==> src/rtl/clint_responder_pkg.sv <==
// Shared definitions for the CLINT timer responder: register offsets,
// response codes, FSM encodings and address/strobe helpers.
package clint_responder_pkg;

    localparam logic [31:0] OFF_MTIME_LO = 32'h0;
    localparam logic [31:0] OFF_MTIME_HI = 32'h4;
    localparam logic [31:0] OFF_CMP_LO   = 32'h8;
    localparam logic [31:0] OFF_CMP_HI   = 32'hC;

    localparam logic RESP_OK  = 1'b0;
    localparam logic RESP_ERR = 1'b1;

    typedef enum logic {R_IDLE = 1'b0, R_RESP = 1'b1} rd_state_t;
    typedef enum logic {W_IDLE = 1'b0, W_RESP = 1'b1} wr_state_t;

    typedef enum logic [1:0] {
        REG_MTIME_LO = 2'd0,
        REG_MTIME_HI = 2'd1,
        REG_CMP_LO   = 2'd2,
        REG_CMP_HI   = 2'd3
    } reg_sel_t;

    typedef struct packed {
        logic     err;
        reg_sel_t sel;
    } dec_t;

    // The window base need not be 16-byte aligned, so decode on the offset.
    function automatic dec_t decode(input logic [31:0] addr, input logic [31:0] base);
        logic [31:0] off;
        dec_t        d;
        off   = addr - base;
        d.err = 1'b0;
        d.sel = REG_MTIME_LO;
        case (off)
            OFF_MTIME_LO: d.sel = REG_MTIME_LO;
            OFF_MTIME_HI: d.sel = REG_MTIME_HI;
            OFF_CMP_LO:   d.sel = REG_CMP_LO;
            OFF_CMP_HI:   d.sel = REG_CMP_HI;
            default:      d.err = 1'b1;
        endcase
        return d;
    endfunction

    function automatic logic [31:0] strb_mask(input logic [3:0] strb);
        return {{8{strb[3]}}, {8{strb[2]}}, {8{strb[1]}}, {8{strb[0]}}};
    endfunction

endpackage

==> src/rtl/clint_mtime_counter.sv <==
// Prescaled free-running 64-bit mtime with byte-masked software load.
// A load in the same cycle as a tick wins and the tick is dropped.
module clint_mtime_counter
    import clint_responder_pkg::*;
#(
    parameter int DIV = 1
) (
    input  logic        clk,
    input  logic        rst,
    input  logic        i_load_lo,
    input  logic        i_load_hi,
    input  logic [31:0] i_load_data,
    input  logic [3:0]  i_load_strb,
    output logic [63:0] o_mtime
);

    localparam int             PW         = (DIV > 1) ? $clog2(DIV) : 1;
    localparam logic [PW-1:0]  PRESC_MAX  = PW'(DIV - 1);

    logic [PW-1:0] r_presc;
    logic [63:0]   r_mtime;
    logic          w_tick;
    logic [31:0]   w_mask;
    logic [31:0]   w_lo;
    logic [31:0]   w_hi;

    assign w_tick = (r_presc == PRESC_MAX);
    assign w_mask = strb_mask(i_load_strb);
    assign w_lo   = (r_mtime[31:0]  & ~w_mask) | (i_load_data & w_mask);
    assign w_hi   = (r_mtime[63:32] & ~w_mask) | (i_load_data & w_mask);

    always_ff @(posedge clk or negedge rst) begin
        if (!rst) begin
            r_presc <= '0;
            r_mtime <= '0;
        end else begin
            r_presc <= w_tick ? '0 : r_presc + 1'b1;
            if (i_load_lo || i_load_hi) begin
                if (i_load_lo) r_mtime[31:0]  <= w_lo;
                if (i_load_hi) r_mtime[63:32] <= w_hi;
            end else if (w_tick) begin
                r_mtime <= r_mtime + 64'd1;
            end
        end
    end

    assign o_mtime = r_mtime;

endmodule

==> src/rtl/clint_responder.sv <==
// CLINT timer responder: AXI-lite-style slave exposing mtime/mtimecmp, raises mtip.
// state  | meaning
// R_IDLE | arready high, waiting for a read address
// R_RESP | rvalid/rdata/rresp held until rready
// W_IDLE | collecting AW and W in any order
// W_RESP | bvalid/bresp held until bready
module clint_responder
    import clint_responder_pkg::*;
#(
    parameter logic [31:0] BASE = 32'ha000_0048,
    parameter int          DIV  = 1
) (
    input  logic        clk,
    input  logic        rst,
    input  logic [31:0] araddr,
    input  logic        arvalid,
    output logic        arready,
    input  logic        rready,
    output logic [31:0] rdata,
    output logic        rresp,
    output logic        rvalid,
    input  logic [31:0] awaddr,
    input  logic        awvalid,
    output logic        awready,
    input  logic [31:0] wdata,
    input  logic [31:0] wstrb,
    input  logic        wvalid,
    output logic        wready,
    input  logic        bready,
    output logic        bresp,
    output logic        bvalid,
    output logic        mtip
);

    logic [63:0] w_mtime;
    logic [63:0] r_mtimecmp;
    logic [31:0] r_shadow;
    logic        r_mtip;

    rd_state_t   r_rd_state;
    logic        r_arready, r_rvalid, r_rresp;
    logic [31:0] r_rdata;
    dec_t        w_rd_dec;
    logic [31:0] w_rd_word;

    wr_state_t   r_wr_state;
    logic        r_aw_got, r_w_got;
    logic [31:0] r_awaddr, r_wdata;
    logic [3:0]  r_wstrb;
    logic        r_awready, r_wready, r_bvalid, r_bresp;
    logic        w_aw_hs, w_w_hs, w_do_write, w_wr_ok;
    logic [31:0] w_wr_addr, w_wr_data;
    logic [3:0]  w_wr_strb;
    logic [31:0] w_cmp_mask;
    dec_t        w_wr_dec;
    logic        w_unused_strb;

    assign w_unused_strb = ^wstrb[31:4];

    // Read side: reads see register values from before any same-cycle write.
    assign w_rd_dec = decode(araddr, BASE);

    always_comb begin
        w_rd_word = '0;
        case (w_rd_dec.sel)
            REG_MTIME_LO: w_rd_word = w_mtime[31:0];
            REG_MTIME_HI: w_rd_word = r_shadow;
            REG_CMP_LO:   w_rd_word = r_mtimecmp[31:0];
            REG_CMP_HI:   w_rd_word = r_mtimecmp[63:32];
            default:      w_rd_word = '0;
        endcase
    end

    always_ff @(posedge clk or negedge rst) begin
        if (!rst) begin
            r_rd_state <= R_IDLE;
            r_arready  <= 1'b1;
            r_rvalid   <= 1'b0;
            r_rresp    <= RESP_OK;
            r_rdata    <= '0;
            r_shadow   <= '0;
        end else begin
            case (r_rd_state)
                R_IDLE: begin
                    if (arvalid && r_arready) begin
                        r_arready  <= 1'b0;
                        r_rvalid   <= 1'b1;
                        r_rresp    <= w_rd_dec.err ? RESP_ERR : RESP_OK;
                        r_rdata    <= w_rd_dec.err ? 32'h0 : w_rd_word;
                        if (!w_rd_dec.err && w_rd_dec.sel == REG_MTIME_LO)
                            r_shadow <= w_mtime[63:32];
                        r_rd_state <= R_RESP;
                    end
                end
                R_RESP: begin
                    if (rready) begin
                        r_rvalid   <= 1'b0;
                        r_arready  <= 1'b1;
                        r_rd_state <= R_IDLE;
                    end
                end
                default: r_rd_state <= R_IDLE;
            endcase
        end
    end

    // Write side: the beat completing the pair is used directly so the
    // register updates on the same edge that captures it.
    assign w_aw_hs    = awvalid && r_awready;
    assign w_w_hs     = wvalid && r_wready;
    assign w_wr_addr  = r_aw_got ? r_awaddr : awaddr;
    assign w_wr_data  = r_w_got  ? r_wdata  : wdata;
    assign w_wr_strb  = r_w_got  ? r_wstrb  : wstrb[3:0];
    assign w_do_write = (r_wr_state == W_IDLE) && (r_aw_got || w_aw_hs) && (r_w_got || w_w_hs);
    assign w_wr_dec   = decode(w_wr_addr, BASE);
    assign w_wr_ok    = w_do_write && !w_wr_dec.err;
    assign w_cmp_mask = strb_mask(w_wr_strb);

    always_ff @(posedge clk or negedge rst) begin
        if (!rst) begin
            r_wr_state <= W_IDLE;
            r_aw_got   <= 1'b0;
            r_w_got    <= 1'b0;
            r_awaddr   <= '0;
            r_wdata    <= '0;
            r_wstrb    <= '0;
            r_awready  <= 1'b1;
            r_wready   <= 1'b1;
            r_bvalid   <= 1'b0;
            r_bresp    <= RESP_OK;
        end else begin
            case (r_wr_state)
                W_IDLE: begin
                    if (w_aw_hs) begin
                        r_aw_got  <= 1'b1;
                        r_awaddr  <= awaddr;
                        r_awready <= 1'b0;
                    end
                    if (w_w_hs) begin
                        r_w_got  <= 1'b1;
                        r_wdata  <= wdata;
                        r_wstrb  <= wstrb[3:0];
                        r_wready <= 1'b0;
                    end
                    if (w_do_write) begin
                        r_bvalid   <= 1'b1;
                        r_bresp    <= w_wr_dec.err ? RESP_ERR : RESP_OK;
                        r_wr_state <= W_RESP;
                    end
                end
                W_RESP: begin
                    if (bready) begin
                        r_bvalid   <= 1'b0;
                        r_awready  <= 1'b1;
                        r_wready   <= 1'b1;
                        r_aw_got   <= 1'b0;
                        r_w_got    <= 1'b0;
                        r_wr_state <= W_IDLE;
                    end
                end
                default: r_wr_state <= W_IDLE;
            endcase
        end
    end

    always_ff @(posedge clk or negedge rst) begin
        if (!rst) begin
            r_mtimecmp <= '1;
            r_mtip     <= 1'b0;
        end else begin
            if (w_wr_ok && w_wr_dec.sel == REG_CMP_LO)
                r_mtimecmp[31:0] <= (r_mtimecmp[31:0] & ~w_cmp_mask) | (w_wr_data & w_cmp_mask);
            if (w_wr_ok && w_wr_dec.sel == REG_CMP_HI)
                r_mtimecmp[63:32] <= (r_mtimecmp[63:32] & ~w_cmp_mask) | (w_wr_data & w_cmp_mask);
            r_mtip <= (w_mtime >= r_mtimecmp);
        end
    end

    clint_mtime_counter #(.DIV(DIV)) u_mtime (
        .clk         (clk),
        .rst         (rst),
        .i_load_lo   (w_wr_ok && w_wr_dec.sel == REG_MTIME_LO),
        .i_load_hi   (w_wr_ok && w_wr_dec.sel == REG_MTIME_HI),
        .i_load_data (w_wr_data),
        .i_load_strb (w_wr_strb),
        .o_mtime     (w_mtime)
    );

    assign arready = r_arready;
    assign rvalid  = r_rvalid;
    assign rdata   = r_rdata;
    assign rresp   = r_rresp;
    assign awready = r_awready;
    assign wready  = r_wready;
    assign bvalid  = r_bvalid;
    assign bresp   = r_bresp;
    assign mtip    = r_mtip;

endmodule

==> config.mk <==
export PLATFORM = sky130hd
export DESIGN_NAME = clint_responder
export DESIGN_NICKNAME = d
export VERILOG_FILES = /design/src/rtl/clint_responder_pkg.sv /design/src/rtl/clint_mtime_counter.sv /design/src/rtl/clint_responder.sv
export SDC_FILE = /design/constraint.sdc
export NUM_CORES = 1
export LEC_CHECK = 0
export BUFFER_PORTS_ARGS = -buffer_cell sky130_fd_sc_hd__buf_4
export CORE_ASPECT_RATIO = 0.9
export CORE_MARGIN = 4
export CORE_UTILIZATION = 30
export DETAILED_ROUTE_END_ITERATION = 6
export PLACE_DENSITY = 0.58
export RECOVER_POWER = 100
export SETUP_SLACK_MARGIN = 0.2
export SLEW_MARGIN = 20
export SYNTH_ARGS = -nofsm -noshare
export SYNTH_HDL_FRONTEND = slang
export SYNTH_SLANG_ARGS = --single-unit
export TNS_END_PERCENT = 20
==> constraint.sdc <==
create_clock -name clk -period 6.2 [get_ports clk]
set_input_delay 1.24 -clock clk [delete_from_list [all_inputs] [get_ports clk]]
set_output_delay 1.24 -clock clk [all_outputs]
set_load 0.005 [all_outputs]
# Word level (Yosys, flattened, before mapping)

Index checks and enable logic that the tools add are counted.

Flip-flop bits (word level): 273
Input bits: 135
Output and inout port bits: 40
Logic and storage cells: 129

$add $sub $neg: 4
Order comparisons: 1
Equality and inequality tests: 21
Muxes and demuxes: 38
Bitwise logic cells: 12
Reductions and logical operators: 31

Operators by type and width:

| operator               | count |
|---|---|
| $and 32x32->32         | 5 |
| $mux 32                | 5 |
| $eq 32x4->1 const B    | 4 |
| $mux 64                | 2 |
| $or 32x32->32          | 4 |
| $pmux 32 s4            | 1 |
| $add 64x1->64 const B  | 1 |
| $eq 32x3->1 const B    | 2 |
| $ge 64x64->1           | 1 |
| $logic_not 32->1       | 2 |
| $sub 32x32->32 const B | 2 |
| $not 32->32            | 1 |
| $reduce_and 2->1       | 10 |
| $mux 1                 | 18 |
| $pmux 1 s2             | 9 |
| $ne 2x2->1 const B     | 7 |
| $pmux 2 s3             | 2 |
| $logic_and 1x1->1      | 11 |
| $eq 2x2->1 const B     | 4 |
| $reduce_or 4->1        | 2 |
| $eq 2x1->1 const B     | 2 |
| $logic_not 2->1        | 2 |
| $mux 4                 | 1 |
| $ne 2x1->1 const B     | 2 |
| other kinds (4)        | 7 |

# Longest topological paths before layout

Depth after elaboration: 9
Mapped depth: 21
Mapped depth without buffers: 11

# Hierarchy

A second synthesis with hierarchy kept.

Cell total of the unflattened synthesis: 1601
Area total of the unflattened synthesis: 16952.5 um^2

Modules (own cells, without submodules):

| module              | instances | cells each | area an instance (um^2) | sequential area each (um^2) |
|---|---|---|---|---|
| clint_responder     | 1         | 1049       | 12474.5                 | 5288.8 |
| clint_mtime_counter | 1         | 552        | 4478.0                  | 1601.5 |

# Worst setup path after synthesis

OpenSTA, ideal clock, no wires.

Path kind: flip-flop to flip-flop
Start point: register r_aw_got
End point: register (tool-made name)
Library setup time: 0.082 ns
Data arrival time: 5.094 ns
Data required time: 6.118 ns
Slack: 1.024 ns
Cell stages (with the launch flop): 19
Buffers on the path: 7
Clock period less this slack: 5.176 ns
Cells stage by stage: dfrtp_1 buf_2 buf_2 buf_2 buf_2 buf_2 buf_2 mux2_2 inv_1 clkbuf_1 ha_1 a21oi_1 a211oi_4 o21ai_2 a211o_1 or4_4 nor4_4 nand2_2 mux2_2

RTL lines:

| item                   | line                   | source |
|---|---|---|
| start, declared        | clint_responder.sv:47  | `logic r_aw_got, r_w_got;` |
| start signal, assigned | clint_responder.sv:122 | `r_aw_got <= 1'b0;` |
| start signal, assigned | clint_responder.sv:135 | `r_aw_got <= 1'b1;` |
| start signal, assigned | clint_responder.sv:156 | `r_aw_got <= 1'b0;` |

==> impl_results.rst <==
.. list-table::
   :header-rows: 1

   * - Metric
     - Value
   * - Share of synthesized registers carrying an async set or reset
     - 100.0%
   * - DPL Wire Length
     - 35800 microns
   * - Post-layout nets
     - 1956
   * - Number of remaining DRC errors
     - 0
   * - Sequential cell area fraction in the yosys report
     - 41.62%
   * - Critical path class
     - reg -> reg
   * - Placement Rows
     - 81
   * - RSZ-0062 raised after global routing
     - false
   * - Top fanout value on the critical path
     - 30
   * - Boundary pin count
     - 175
   * - Number of cells after detailed placement
     - 2423
   * - Post-Synthesis Net Count
     - 1814
   * - Hold/Removal Path Class
     - reg -> reg
   * - Via density
     - 5.412
   * - Clock transition at path regs
     - 0.05 ns
   * - Critical path capture point type
     - register
   * - Number of nets still failing antenna checks after routing
     - 0
   * - Critical Path Source Type
     - register
   * - Buffers added on ports
     - 146
   * - Clock latency on the worst-skew pair
     - 0.54 ns
   * - Top_reg_cell synth
     - sky130_fd_sc_hd__dfrtp_1
   * - Largest net degree at the start of global routing
     - 140
   * - Arrival time at the worst endpoint
     - 5.65 ns
   * - Vias after detailed routing
     - 13450
   * - Worst-case clock skew
     - 0.02091 ns
   * - Clock buffer count from CTS
     - 34
   * - Final hold violations
     - 0
   * - Cell leakage power
     - between 8 and 9 nW
   * - Worst Hold Margin
     - 0.4790 ns
   * - Layout cells sized above 1
     - 28.43%
   * - Total count of max-transition violations in the final report
     - 237
   * - Overall die area
     - 59010 sq um
   * - Flip-flop and latch count after synthesis
     - between 200 and 300
   * - Top achievable clock speed
     - around 190 MHz
   * - Non-Filler Instances
     - 2486
   * - Final weighted congestion of routability-driven global placement
     - 0.8845
   * - Placeable core area
     - 54420 sq um
   * - Final cycle utilization of the critical path
     - 83.81%
   * - Failing checks
     - capacitance limit, slew limit
   * - Total number of yosys warnings
     - 0
   * - Avg WL per Cell
     - 20.07 microns
   * - Via count of the first global-routing pass
     - approximately 14000
   * - Synthesized cell area
     - 16550 sq um
   * - Initial detailed-routing violation count
     - roughly 1300
   * - Clock Path Buffers
     - 3
   * - Post-CTS setup buffer count
     - 0
   * - Worst Max-Slew Pin Slew
     - 3.615 ns
   * - First-pass DRT Iterations
     - 6
   * - Post-Route WL
     - ~50000 microns
   * - CTS-repair resized insts
     - 0
   * - Unique masters post-synth
     - 74
   * - Power, Total
     - 0.004289 W
   * - Reported max-cap violation count
     - 6
   * - Post-CTS Hold Fix Bufs
     - 0
   * - Max VDD drop
     - 147.8 uV
   * - Outcome
     - finished with violations
   * - Layout Area Growth over Synthesis
     - 17.74%
   * - Mean post-synth cell area
     - between 10 and 15 sq um
   * - Final critical delay including setup and external delays
     - 5.196 ns
   * - Cell count after synthesis
     - 1612
   * - Setup TNS
     - 0 ns
   * - Vert. Die Dim
     - around 230 microns
   * - Max-slew headroom at the worst pin
     - -141.0%
   * - Starting utilization of the core area
     - 30.42%
   * - Number of clock sinks
     - 272
   * - Global-route wire length before repair
     - between 70000 and 80000 microns
   * - CP Data Required Time
     - 6.66 ns
   * - Antenna violations before repair
     - 2
   * - Global routing usage summed across all routing layers
     - 16.66%
   * - Clock tree from TritonCTS
     - built
   * - Number of H-tree branching levels
     - 2
   * - Number of enable-type register cells in the synthesized netlist
     - 0
   * - Pwr dens
     - 220.0 nW/um^2
   * - CTS Root Cell
     - sky130_fd_sc_hd__clkbuf_16
   * - Count of final setup violators
     - 0
   * - Total gr overflow
     - 0
   * - Die span in x
     - about 260 microns
[critical path, cell delays in order, from the launching register on]
cell and delay (ns):
sky130_fd_sc_hd__dfrtp_1 1.18, sky130_fd_sc_hd__buf_4 0.46, sky130_fd_sc_hd__nor4b_1 0.49, sky130_fd_sc_hd__a22oi_1 0.29, sky130_fd_sc_hd__nor3_1 0.25, sky130_fd_sc_hd__o21ai_0 0.18
sky130_fd_sc_hd__a211o_1 0.35, sky130_fd_sc_hd__or4_1 0.62, sky130_fd_sc_hd__nor4_1 0.26, sky130_fd_sc_hd__buf_4 0.31, sky130_fd_sc_hd__nand2_1 0.32, sky130_fd_sc_hd__mux2_2 0.38
[per-stage QoR]
stage / setup WS [ns] / instance area, sq um / util, %
5_1_grt: 0.6696 / 19490 / 35.81
2_1_floorplan: 1.024 / 16550 / -
3_5_place_dp: 1.194 / 18500 / 33.99
4_1_cts: 1.577 / 19670 / 36.14
6_report: 1.004 / 19490 / 35.81
3_3_place_gp: 1.203 / 18500 / 33.99
[layout make-up]
class,instances,area (sq um)
Fill cell,5405,34930
Multi-Input combinational cell,1147,8904
Sequential cell,272,6892
Timing Repair Buffer,171,1161
Clock buffer,49,1027
Tap cell,705,882.1
Inverter,128,480.5
Clock inverter,13,142.6
Antenna cell,1,2.502
[logic make-up after synthesis]
logic type | after synthesis | synth area share, %
AO/OA/AOI/OAI | 310 | 12.58
XOR/XNOR | 4 | 0.2117
adder cells (fa/ha/maj) | 67 | 5.064
buffers and inverters | 193 | 4.437
flip-flops | 272 | 41.62
multiplexers | 281 | 20.86
AND/OR/NAND/NOR | 485 | 15.22
[cell usage after synthesis (7+ instances only)]
cell type                  instances  area share (%)
sky130_fd_sc_hd__or3_1            19            0.72
sky130_fd_sc_hd__ha_1             67             5.1
sky130_fd_sc_hd__nor3b_1           7            0.32
sky130_fd_sc_hd__a31oi_1          19            0.72
sky130_fd_sc_hd__or2_2            12            0.45
sky130_fd_sc_hd__dfrtp_1         205              31
sky130_fd_sc_hd__mux2i_1          57             3.4
sky130_fd_sc_hd__o211ai_1          7            0.32
sky130_fd_sc_hd__nand2_1         132             3.0
sky130_fd_sc_hd__buf_2             8            0.24
sky130_fd_sc_hd__buf_1            12            0.27
sky130_fd_sc_hd__a211oi_1          7            0.32
sky130_fd_sc_hd__clkbuf_1         45             1.0
sky130_fd_sc_hd__and3_1           25            0.94
sky130_fd_sc_hd__or4_1             7            0.32
sky130_fd_sc_hd__nor2b_1          12            0.45
sky130_fd_sc_hd__nand2_2           8            0.30
sky130_fd_sc_hd__inv_1           128             2.9
sky130_fd_sc_hd__dfstp_2          67              11
sky130_fd_sc_hd__nand4_1          32             1.2
sky130_fd_sc_hd__a21boi_0          7            0.32
sky130_fd_sc_hd__nor3_1           50             1.5
sky130_fd_sc_hd__nor2_1           72             1.6
sky130_fd_sc_hd__a21o_1           25             1.1
sky130_fd_sc_hd__a211o_1           7            0.37
sky130_fd_sc_hd__a21oi_1          63             1.9
sky130_fd_sc_hd__nand3_1          30            0.91
sky130_fd_sc_hd__o21a_1           11            0.50
sky130_fd_sc_hd__mux2_2          192              13
sky130_fd_sc_hd__mux4_2           32             4.4
sky130_fd_sc_hd__nand2b_1         10            0.38
sky130_fd_sc_hd__nor4_1           30             1.1
sky130_fd_sc_hd__a32oi_1          14            0.74
sky130_fd_sc_hd__and2_1           14            0.53
sky130_fd_sc_hd__o21ai_0          83             2.5
[cells in the final DEF (no fill, tap or decap), drive strengths merged, types with 14 or more instances in the layout]
cell      n
mux2i    57
nor2     72
inv     131
dfstp    67
ha       67
a21oi    63
nand4    32
mux4     32
nor3     50
and2     14
nand3    30
buf     120
a21o     25
nand2   140
dfrtp   205
mux2    192
clkbuf  100
o21ai    84
nor4     31
or3      19
and3     25
a32oi    14
a31oi    19
[layer usage]
| layer | up-vias | routed length [microns] | global-route usage (%) |
|---|---|---|---|
| li1 | 6265 | - | - |
| met1 | 6703 | 22230 | 22.61 |
| met3 | 82 | 2946 | 3.115 |
| met2 | 403 | 23540 | 27.34 |
| met4 | 0 | 1172 | 4.730 |
| met5 | - | 0 | 0 |
[where the power goes]
part / switching [W] / internal (W)
clock: 0.000819 / 0.00124
sequential: 0.0000243 / 0.00181
combinational: 0.000240 / 0.000153
total: 0.00108 / 0.00321
[path summary, 6_finish.rpt]
check / cells after the start / slack [ns] / endpoint / start
hold / removal: 2 / 0.48 / rdata[7] / rdata[7]
setup reg to reg: 11 / 1.00 / register / r_aw_got
max in group asynchronous: 2 / 1.85 / r_shadow[9] / rst
setup / recovery: 11 / 1.00 / register / r_aw_got
hold reg to reg: 2 / 0.48 / rdata[7] / rdata[7]
min in group asynchronous: 1 / 1.95 / r_wdata[29] / rst
(Power assumes the default switching activity.)
